**src/rtl/sdr_tx_scheduler_if.sv**
```systemverilog
// Transmit scheduler bus: per-source requests, grant signals and MAC handshake.
// Ports: run/req/req_length/req_port, udp_tx_* handshake, grant/byte_no status.
interface sdr_tx_scheduler_if #(
    parameter int NREQ = 12
);
    logic                   run;
    logic [NREQ-1:0]        req;
    logic [16*NREQ-1:0]     req_length;
    logic [8*NREQ-1:0]      req_port;
    logic                   udp_tx_enable;
    logic                   udp_tx_active;
    logic                   udp_tx_request;
    logic [15:0]            udp_tx_length;
    logic [7:0]             port_ID;
    logic [NREQ-1:0]        grant;
    logic                   grant_start;
    logic                   grant_done;
    logic [15:0]            byte_no;
    logic                   timeout_err;

    // scheduler side
    modport master (
        input  run, req, req_length, req_port,
        input  udp_tx_enable, udp_tx_active,
        output udp_tx_request, udp_tx_length, port_ID,
        output grant, grant_start, grant_done, byte_no, timeout_err
    );

    // sources and MAC side
    modport slave (
        output run, req, req_length, req_port,
        output udp_tx_enable, udp_tx_active,
        input  udp_tx_request, udp_tx_length, port_ID,
        input  grant, grant_start, grant_done, byte_no, timeout_err
    );
endinterface

```
**src/rtl/sdr_tx_scheduler.sv**
```systemverilog
// Single UDP transmit path arbiter: fixed priority for the low sources,
// round-robin for DDCs. Ports: tx_clock, reset_n, bus (master modport).
module sdr_tx_scheduler #(
    parameter int NREQ           = 12,
    parameter int NPRI           = 4,
    parameter int TIMEOUT_CYCLES = 2500000
) (
    input  logic              tx_clock,
    input  logic              reset_n,
    sdr_tx_scheduler_if.master bus
);
    localparam int IW = (NREQ > 1) ? $clog2(NREQ) : 1;
    localparam int WW = $clog2(TIMEOUT_CYCLES + 1);

    typedef enum logic [1:0] {
        IDLE,
        REQUEST,
        ACTIVE
    } state_t;

    state_t          state;
    logic [IW-1:0]   rr_ptr;
    logic [IW-1:0]   win;
    logic [WW-1:0]   wd;
    logic [NREQ-1:0] elig;
    logic            pick_ok;
    logic [IW-1:0]   pick;
    int              idx;
    logic            last_byte;
    logic            wd_exp;
    logic [IW-1:0]   rr_next;

    // Source 0 carries discovery/programming replies and runs while stopped.
    always_comb begin
        elig = '0;
        for (int i = 0; i < NREQ; i++) begin
            elig[i] = bus.req[i]
                && (bus.req_length[16*i +: 16] != 16'd0)
                && ((i == 0) || bus.run);
        end
    end

    // Both searches run high-to-low so the last hit is the preferred one.
    always_comb begin
        pick_ok = 1'b0;
        pick    = '0;
        idx     = 0;
        for (int i = NPRI - 1; i >= 0; i--) begin
            if (elig[i]) begin
                pick_ok = 1'b1;
                pick    = IW'(i);
            end
        end
        if (!pick_ok) begin
            for (int k = NREQ - NPRI - 1; k >= 0; k--) begin
                idx = int'(rr_ptr) + k;
                if (idx >= NREQ) begin
                    idx = idx - (NREQ - NPRI);
                end
                if (elig[idx]) begin
                    pick_ok = 1'b1;
                    pick    = IW'(idx);
                end
            end
        end
    end

    assign last_byte = bus.udp_tx_active
        && ((bus.byte_no + 16'd1) == bus.udp_tx_length);
    assign wd_exp  = (wd == WW'(TIMEOUT_CYCLES - 1));
    assign rr_next = (win == IW'(NREQ - 1)) ? IW'(NPRI) : win + 1'b1;

    always_ff @(posedge tx_clock or negedge reset_n) begin
        if (!reset_n) begin
            state              <= IDLE;
            rr_ptr             <= IW'(NPRI);
            win                <= '0;
            wd                 <= '0;
            bus.udp_tx_request <= 1'b0;
            bus.udp_tx_length  <= '0;
            bus.port_ID        <= '0;
            bus.grant          <= '0;
            bus.grant_start    <= 1'b0;
            bus.grant_done     <= 1'b0;
            bus.byte_no        <= '0;
            bus.timeout_err    <= 1'b0;
        end else begin
            bus.grant_start <= 1'b0;
            bus.grant_done  <= 1'b0;
            bus.timeout_err <= 1'b0;
            unique case (state)
                IDLE: begin
                    wd <= '0;
                    if (pick_ok) begin
                        state              <= REQUEST;
                        win                <= pick;
                        bus.udp_tx_request <= 1'b1;
                        bus.grant          <= NREQ'(1) << pick;
                        bus.udp_tx_length  <= bus.req_length[16*pick +: 16];
                        bus.port_ID        <= bus.req_port[8*pick +: 8];
                    end
                end
                REQUEST, ACTIVE: begin
                    wd <= wd + 1'b1;
                    // Completion wins over a watchdog expiry in the same cycle.
                    if ((state == ACTIVE && last_byte) || wd_exp) begin
                        state              <= IDLE;
                        wd                 <= '0;
                        bus.udp_tx_request <= 1'b0;
                        bus.grant          <= '0;
                        bus.byte_no        <= '0;
                        if (state == ACTIVE && last_byte) begin
                            bus.grant_done <= 1'b1;
                        end else begin
                            bus.timeout_err <= 1'b1;
                        end
                        if (win >= IW'(NPRI)) begin
                            rr_ptr <= rr_next;
                        end
                    end else if (state == REQUEST) begin
                        if (bus.udp_tx_enable) begin
                            state           <= ACTIVE;
                            bus.grant_start <= 1'b1;
                        end
                    end else if (bus.udp_tx_active) begin
                        bus.byte_no <= bus.byte_no + 16'd1;
                    end
                end
                default: begin
                    state <= IDLE;
                end
            endcase
        end
    end
endmodule

```
**src/flat_wrapper.sv**
```systemverilog
// flat-port wrapper written by rule: the top's interface ports become plain ports
module sdr_tx_scheduler_flat 
#(
    parameter int NREQ           = 12,
    parameter int NPRI           = 4,
    parameter int TIMEOUT_CYCLES = 2500000
)
  (tx_clock, reset_n, bus_run, bus_req, bus_req_length, bus_req_port, bus_udp_tx_enable, bus_udp_tx_active, bus_udp_tx_request, bus_udp_tx_length, bus_port_ID, bus_grant, bus_grant_start, bus_grant_done, bus_byte_no, bus_timeout_err);
  sdr_tx_scheduler_if #(.NREQ(NREQ)) bus_i ();
  input  logic tx_clock;
  input  logic reset_n;
  input wire logic [$bits(bus_i.run)-1:0] bus_run;
  input wire logic [$bits(bus_i.req)-1:0] bus_req;
  input wire logic [$bits(bus_i.req_length)-1:0] bus_req_length;
  input wire logic [$bits(bus_i.req_port)-1:0] bus_req_port;
  input wire logic [$bits(bus_i.udp_tx_enable)-1:0] bus_udp_tx_enable;
  input wire logic [$bits(bus_i.udp_tx_active)-1:0] bus_udp_tx_active;
  output wire logic [$bits(bus_i.udp_tx_request)-1:0] bus_udp_tx_request;
  output wire logic [$bits(bus_i.udp_tx_length)-1:0] bus_udp_tx_length;
  output wire logic [$bits(bus_i.port_ID)-1:0] bus_port_ID;
  output wire logic [$bits(bus_i.grant)-1:0] bus_grant;
  output wire logic [$bits(bus_i.grant_start)-1:0] bus_grant_start;
  output wire logic [$bits(bus_i.grant_done)-1:0] bus_grant_done;
  output wire logic [$bits(bus_i.byte_no)-1:0] bus_byte_no;
  output wire logic [$bits(bus_i.timeout_err)-1:0] bus_timeout_err;
  assign bus_i.run = bus_run;
  assign bus_i.req = bus_req;
  assign bus_i.req_length = bus_req_length;
  assign bus_i.req_port = bus_req_port;
  assign bus_i.udp_tx_enable = bus_udp_tx_enable;
  assign bus_i.udp_tx_active = bus_udp_tx_active;
  assign bus_udp_tx_request = bus_i.udp_tx_request;
  assign bus_udp_tx_length = bus_i.udp_tx_length;
  assign bus_port_ID = bus_i.port_ID;
  assign bus_grant = bus_i.grant;
  assign bus_grant_start = bus_i.grant_start;
  assign bus_grant_done = bus_i.grant_done;
  assign bus_byte_no = bus_i.byte_no;
  assign bus_timeout_err = bus_i.timeout_err;
  sdr_tx_scheduler #(.NREQ(NREQ), .NPRI(NPRI), .TIMEOUT_CYCLES(TIMEOUT_CYCLES)) u_core (.tx_clock(tx_clock), .reset_n(reset_n), .bus(bus_i));
endmodule
```
**config.mk**
```make
export PLATFORM = sky130hd
export DESIGN_NAME = sdr_tx_scheduler_flat
export DESIGN_NICKNAME = d
export VERILOG_FILES = /design/src/rtl/sdr_tx_scheduler_if.sv /design/src/rtl/sdr_tx_scheduler.sv /design/src/flat_wrapper.sv
export SDC_FILE = /design/constraint.sdc
export NUM_CORES = 1
export LEC_CHECK = 0
export CORE_AREA = 2 2 141 143
export CTS_BUF_LIST = sky130_fd_sc_hd__clkbuf_8
export DETAILED_ROUTE_END_ITERATION = 12
export DIE_AREA = 0 0 143 145
export PLACE_DENSITY = 0.87
export SETUP_SLACK_MARGIN = 0.2
export SLEW_MARGIN = 20
export SYNTH_ARGS = -nofsm -noshare
export SYNTH_HDL_FRONTEND = slang
export SYNTH_SLANG_ARGS = --single-unit
```
**constraint.sdc**
```tcl
create_clock -name tx_clock -period 10.9 [get_ports tx_clock]
set_input_delay 2.725 -clock tx_clock [delete_from_list [all_inputs] [get_ports tx_clock]]
set_output_delay 2.725 -clock tx_clock [all_outputs]
set_load 0.05 [all_outputs]
```
# ---- Yosys cells after proc, flatten, opt, wreduce, memory -nomap -nowiden
# Cells that the tools add are included.
dict set report word_totals {
  regBits 88
  inputBits 305
  output_inout_bits 56
  elab_cells 200
}
dict set report op_classes {
  add_sub_neg 18
  magnitude_cmp 17
  eq_ne 10
  n_shift 3
  mux 93
  reduce_logical 47
}
# cell count
set ops {}
lappend ops {{2-to-1 mux 32 bit} 16}
lappend ops {{< comparator 32 x 6 -> 1 bit (second input constant)} 8}
lappend ops {{>= comparator 32 x 5 -> 1 bit (second input constant)} 7}
lappend ops {{subtractor 32 x 5 -> 32 bit (second input constant)} 7}
lappend ops {{nonzero test 16 bit} 12}
lappend ops {{variable part select 192 x 9 -> 16 bit} 1}
lappend ops {{variable part select 96 x 8 -> 8 bit} 1}
lappend ops {{2-to-1 mux 16 bit} 3}
lappend ops {{one-hot mux 22 bit (2 select lines)} 1}
lappend ops {{2-to-1 mux 1 bit} 41}
lappend ops {{2-to-1 mux 4 bit} 10}
lappend ops {{binary-select mux 1 bit (select 4 bit)} 8}
lappend ops {{logical AND 1 bit} 25}
lappend ops {{2-to-1 mux 12 bit} 2}
lappend ops {{one-hot mux 12 bit (2 select lines)} 1}
lappend ops {{adder 22 x 1 -> 22 bit (second input constant)} 1}
lappend ops {{equality test 22 bit (second input constant)} 1}
lappend ops {{2-to-1 mux 22 bit} 1}
lappend ops {{adder 4 x 3 -> 5 bit (second input constant)} 4}
lappend ops {{adder 16 x 1 -> 16 bit (second input constant)} 1}
lappend ops {{equality test 16 bit} 1}
lappend ops {{2-to-1 mux 2 bit} 8}
lappend ops {{AND reduction 3 bit} 4}
lappend ops {{left shift 1 x 4 -> 12 bit (first input constant)} 1}
lappend ops {{19 further kinds} 23}

# ---- Longest topological paths before layout
dict set report depth {
  ltp_word 23
  mapped_depth 18
  depth_no_buf 14
}

# ---- Worst setup path before layout
# Ideal clock, no wire load.
dict set report synth_timing {
  path_type {input-to-reg}
  from {in bus_req_length[9]}
  to {reg u_core.bus.udp_tx_length[12]}
  setup_ns 0.067
  t_arrival_ns 5.930
  t_required_ns 10.833
  path_slack_ns 4.903
  stages 14
  path_buffers 2
  cell_sequence {or4_1 -> o41a_1 -> a22o_1 -> or3_1 -> nand3_2 -> nand3_1 -> a2111oi_2 -> a211oi_2 -> buf_4 -> clkbuf_4 -> mux2i_1 -> a221oi_1 -> nand2_1 -> nand2_1}
}
dict set report synth_via {
  elab_chain_len 15
  elab_cells_between_ends 48
  classes_between {shift: 1; mux: 44; reduce/logical: 3}
}
# element line_no
set synth_lines {}
lappend synth_lines {{start: declaration} flat_wrapper.sv:14} ;# input wire logic [$bits(bus_i.req_length)-1:0] bus_req_length;
lappend synth_lines {{nonzero test 16 bit (*)} sdr_tx_scheduler.sv:38} ;# && (bus.req_length[16*i +: 16] != 16'd0)
lappend synth_lines {{logical AND 1 bit (*)} sdr_tx_scheduler.sv:38}
lappend synth_lines {{binary-select mux 1 bit (select 4 bit)} sdr_tx_scheduler.sv:60} ;# if (elig[idx]) begin
lappend synth_lines {{2-to-1 mux 1 bit (not written as such) (2 in series)} sdr_tx_scheduler.sv:60}
lappend synth_lines {{2-to-1 mux 4 bit or 2-to-1 mux 1 bit (tied branches) (8 in series)} sdr_tx_scheduler.sv:60}
lappend synth_lines {{2-to-1 mux 4 bit or 2-to-1 mux 1 bit (tied branches)} sdr_tx_scheduler.sv:54} ;# if (!pick_ok) begin
lappend synth_lines {{variable part select 192 x 9 -> 16 bit or AND reduction 2 bit (tied branches)} n/a}
lappend synth_lines {{end signal: assignment} sdr_tx_scheduler.sv:99} ;# bus.udp_tx_length <= bus.req_length[16*pick +: 16];
lappend synth_lines {{end: declaration} sdr_tx_scheduler_if.sv:25} ;# output udp_tx_request, udp_tx_length, port_ID,
# Every way passes the cells marked *; elsewhere a longest branch is shown, timed or not. The select of a mux whose other input is x is not followed.
# A chain may end at the register's enable or synchronous reset.

# ---- Worst setup path in the final report
dict set report layout_timing {
  from {in bus_run}
  to {reg u_core.bus.udp_tx_length[5]}
}
dict set report layout_via {
  elab_chain_len 15
  elab_cells_between_ends 63
  classes_between {shift: 1; mux: 50; reduce/logical: 12}
}
# element line_no
set layout_lines {}
lappend layout_lines {{start: declaration} flat_wrapper.sv:12} ;# input wire logic [$bits(bus_i.run)-1:0] bus_run;
lappend layout_lines {{parallel branches: the longest is 15 deep, another holds binary-select mux 1 bit (select 4 bit)} n/a}
# Parallel ways; which one is timed is not known. The select of a mux whose other input is x is not followed.

==> metrics.txt <==
Async SR Flop Fraction 100%; Residual DRC 0; Place WS 3.20 ns; via count 10500; Die H 145 um; Hold Worst Slack 0.490 ns; power after layout 1.85 mW; CP startpoint bus_run; post-synth cell types 82; Critical path buffers and inverters 2; Net Count, Synth 1374; Layout area overhead 44.6%; first-pass GRT wire length 59.8 mm; most used cell, CP nand2_1; Final Hold Viols 0; PwrDens between 100 and 150 mW/mm^2; worst r2r src u_core.rr_ptr[1]; cts repair resizes 0; status completed; hold_sp u_core.bus.grant[3]; fmax approximately 130 MHz; top_reg_cell synth dfrtp_1; CORE AREA 0.0192 sq mm; Placer Congestion 1.01; Total Nets Final 1690; worst skew pair latency 0.39 ns; Max Slew Vio Count 0; delay-heaviest family, CP compound AO/OA/AOI/OAI gates; Clock Sinks 88; clock-pin slew on the worst setup and hold paths 0.10 ns; CP Launch Type primary input; TritonCTS clock tree built; Final HPWL DP 32.4 mm; CP peak stage delay roughly 0.80 ns; largest net degree at the start of global routing 145; CTS Hold Bufs 0; mapped cell area 0.00874 sq mm; synth warn 0; slew margin rel. 21.0%; Critical Path RT roughly 11 ns; CTS Buf Count 9; H-Tree Depth 3; vias in the first global route between 10000 and 15000; Setup violations, final 0; final setup skew 0.0117 ns; worst path cell trace clkdlybuf4s50_1 -> nor2b_1 -> nand2_1 -> o221a_2 -> a2111oi_0 -> a31o_1 -> a211o_1 -> o211ai_1 -> a211oi_4 -> buf_12 -> mux2i_1 -> o22ai_1 -> a21oi_1 -> nand2_1; TritonRoute pass-1 iters 6; EDFF count, synth 0; Slew @ Worst Pin 1.19 ns; CP max FO 144; VDD IR max 0.0000802 V; die width 143 um; Slowest cell on crit path clkdlybuf4s50_1; Max Cap Viol 0; post-route setup slack 3.35 ns; CP arrival 7.84 ns; post-route clock period utilization 69.3%; Root Driver clkbuf_8; final wirelength 39.9 mm; P_leak 4.93 nW; Fin Setup TNS 0 ns; antenna violations before repair 0; non-filler cells, final about 1600; # IOs ~360; initial DRC count roughly 1000; Site Rows between 50 and 60; Final min period 7.55 ns; Setup Crit Path Kind primary input to flip-flop; gr usage total a little under two fifths; CP Capture Type flip-flop; Placed Cells 1622; Seq cells post-synth 88; Synth Area per Inst between 8 and 9 sq um; layout cell share with drive strength beyond 1 4.22%; Initial Util a little under half; Max Root-Sink Buffers 2; port bufs between 300 and 400; sequential element share of the synthesized area 25.2%; Post-DRT Antenna Nets 0; RSZ-0062 raised after global routing no; post-CTS setup buffers 0; die area 0.0207 sq mm; via-per-instance ratio 6.38; Worst Hold Class flip-flop to flip-flop; Cells after Synth 1053; GRT overflow 0; Avg WL per Cell 24.4 um
[Yosys cell counts (16+ instances only)]
master	number	area (sq um)
a21oi_1	47	235
a221oi_1	22	193
a22oi_1	29	218
and3_1	18	113
buf_2	17	85.1
clkbuf_1	25	93.8
dfrtp_1	87	2180
ha_1	16	200
inv_1	25	93.8
mux2i_1	151	1510
nand2_1	126	473
nand3_1	26	130
nand4_1	18	113
nor2_1	61	229
nor4_1	46	288
o21ai_0	59	295
o22ai_1	26	163
xor2_1	23	201
[cells by family after synthesis]
| family | count (synthesis) | synth area share (%) |
|---|---|---|
| buffers and inverters | 86 | 4.71 |
| multiplexers | 154 | 17.7 |
| flip-flops | 88 | 25.2 |
| XOR/XNOR | 37 | 3.71 |
| AND/OR/NAND/NOR | 382 | 22.5 |
| AO/OA/AOI/OAI | 290 | 23.9 |
| adder cells (fa/ha/maj) | 16 | 2.29 |
[per-stage QoR]
stage	utilization (%)	instance area (sq um)
after floorplan	-	8740
after detailed placement	64.6	12400
after CTS	65.7	12600
after global placement	64.6	12400
after global routing	65.8	12600
final	65.8	12600
[report_power, final]
group          switching (mW)  internal (mW)
sequential             0.0918          0.402
combinational           0.701          0.420
clock                   0.130          0.109
[worst paths after layout]
path	to	slack (ns)	cells past startpoint
worst min register to register	u_core.bus.grant[3]	0.49	2
worst min-delay path	u_core.bus.grant[3]	0.49	2
min in group asynchronous	u_core.wd[7]	2.14	1
max in group asynchronous	u_core.bus.port_ID[7]	7.81	3
worst max-delay path	u_core.bus.udp_tx_length[5]	3.35	14
worst max register to register	u_core.bus.port_ID[5]	4.46	14
[tightest hold or removal path, cell delays in order (launching register included)]
cell,delay [ns]
dfrtp_1,0.35
nand2_1,0.04
o21ai_0,0.06
[layout make-up]
cell class,count,area (sq um)
fillers,1608,6560
clock inverters,7,78.8
repair buffers,366,3670
diodes,1,2.50
multi-input cells,879,6140
well taps,265,332
inverters,25,93.8
flip-flops and latches,88,2200
clock buffers,9,124
[placed cells by master, fill, tap and decap left out, types with 8 or more instances in the layout]
cell type	instances
xor2_1	23
nor3_1	12
nand2_1	125
a21oi_1	47
o31ai_1	8
dfrtp_1	87
or4_1	10
nor4_1	46
ha_1	16
a41oi_1	8
o22ai_1	26
nand3_1	26
nor2b_1	9
clkbuf_8	9
nand2b_1	13
o21ai_0	59
mux2i_1	151
nand4_1	18
nor2_1	61
clkdlybuf4s50_1	359
inv_1	26
a22oi_1	29
xnor2_1	14
a221oi_1	22
a221oi_2	9
and2_1	9
and3_1	18
[registers in the layout, summed over array words and instances, names as in the netlist]
register / count
u_core.bus.udp_tx_length: 16
u_core.bus.grant_done: 1
u_core.wd: 22
u_core.bus.byte_no: 16
u_core.bus.udp_tx_request: 1
u_core.rr_ptr: 4
u_core.win: 4
u_core.bus.grant_start: 1
u_core.bus.port_ID: 8
u_core.state: 2
u_core.bus.grant: 12
u_core.bus.timeout_err: 1
[routing by layer]
layer  global-route usage, %  share of wire [%]  up-vias
met5                       0                  0        -
met3                    8.78                 11      120
met2                    59.6                 45      734
met1                    48.9                 39     4926
li1                        -                  -     4677
met4                    14.9                4.7        0
Power figures use the tool's default switching activity.
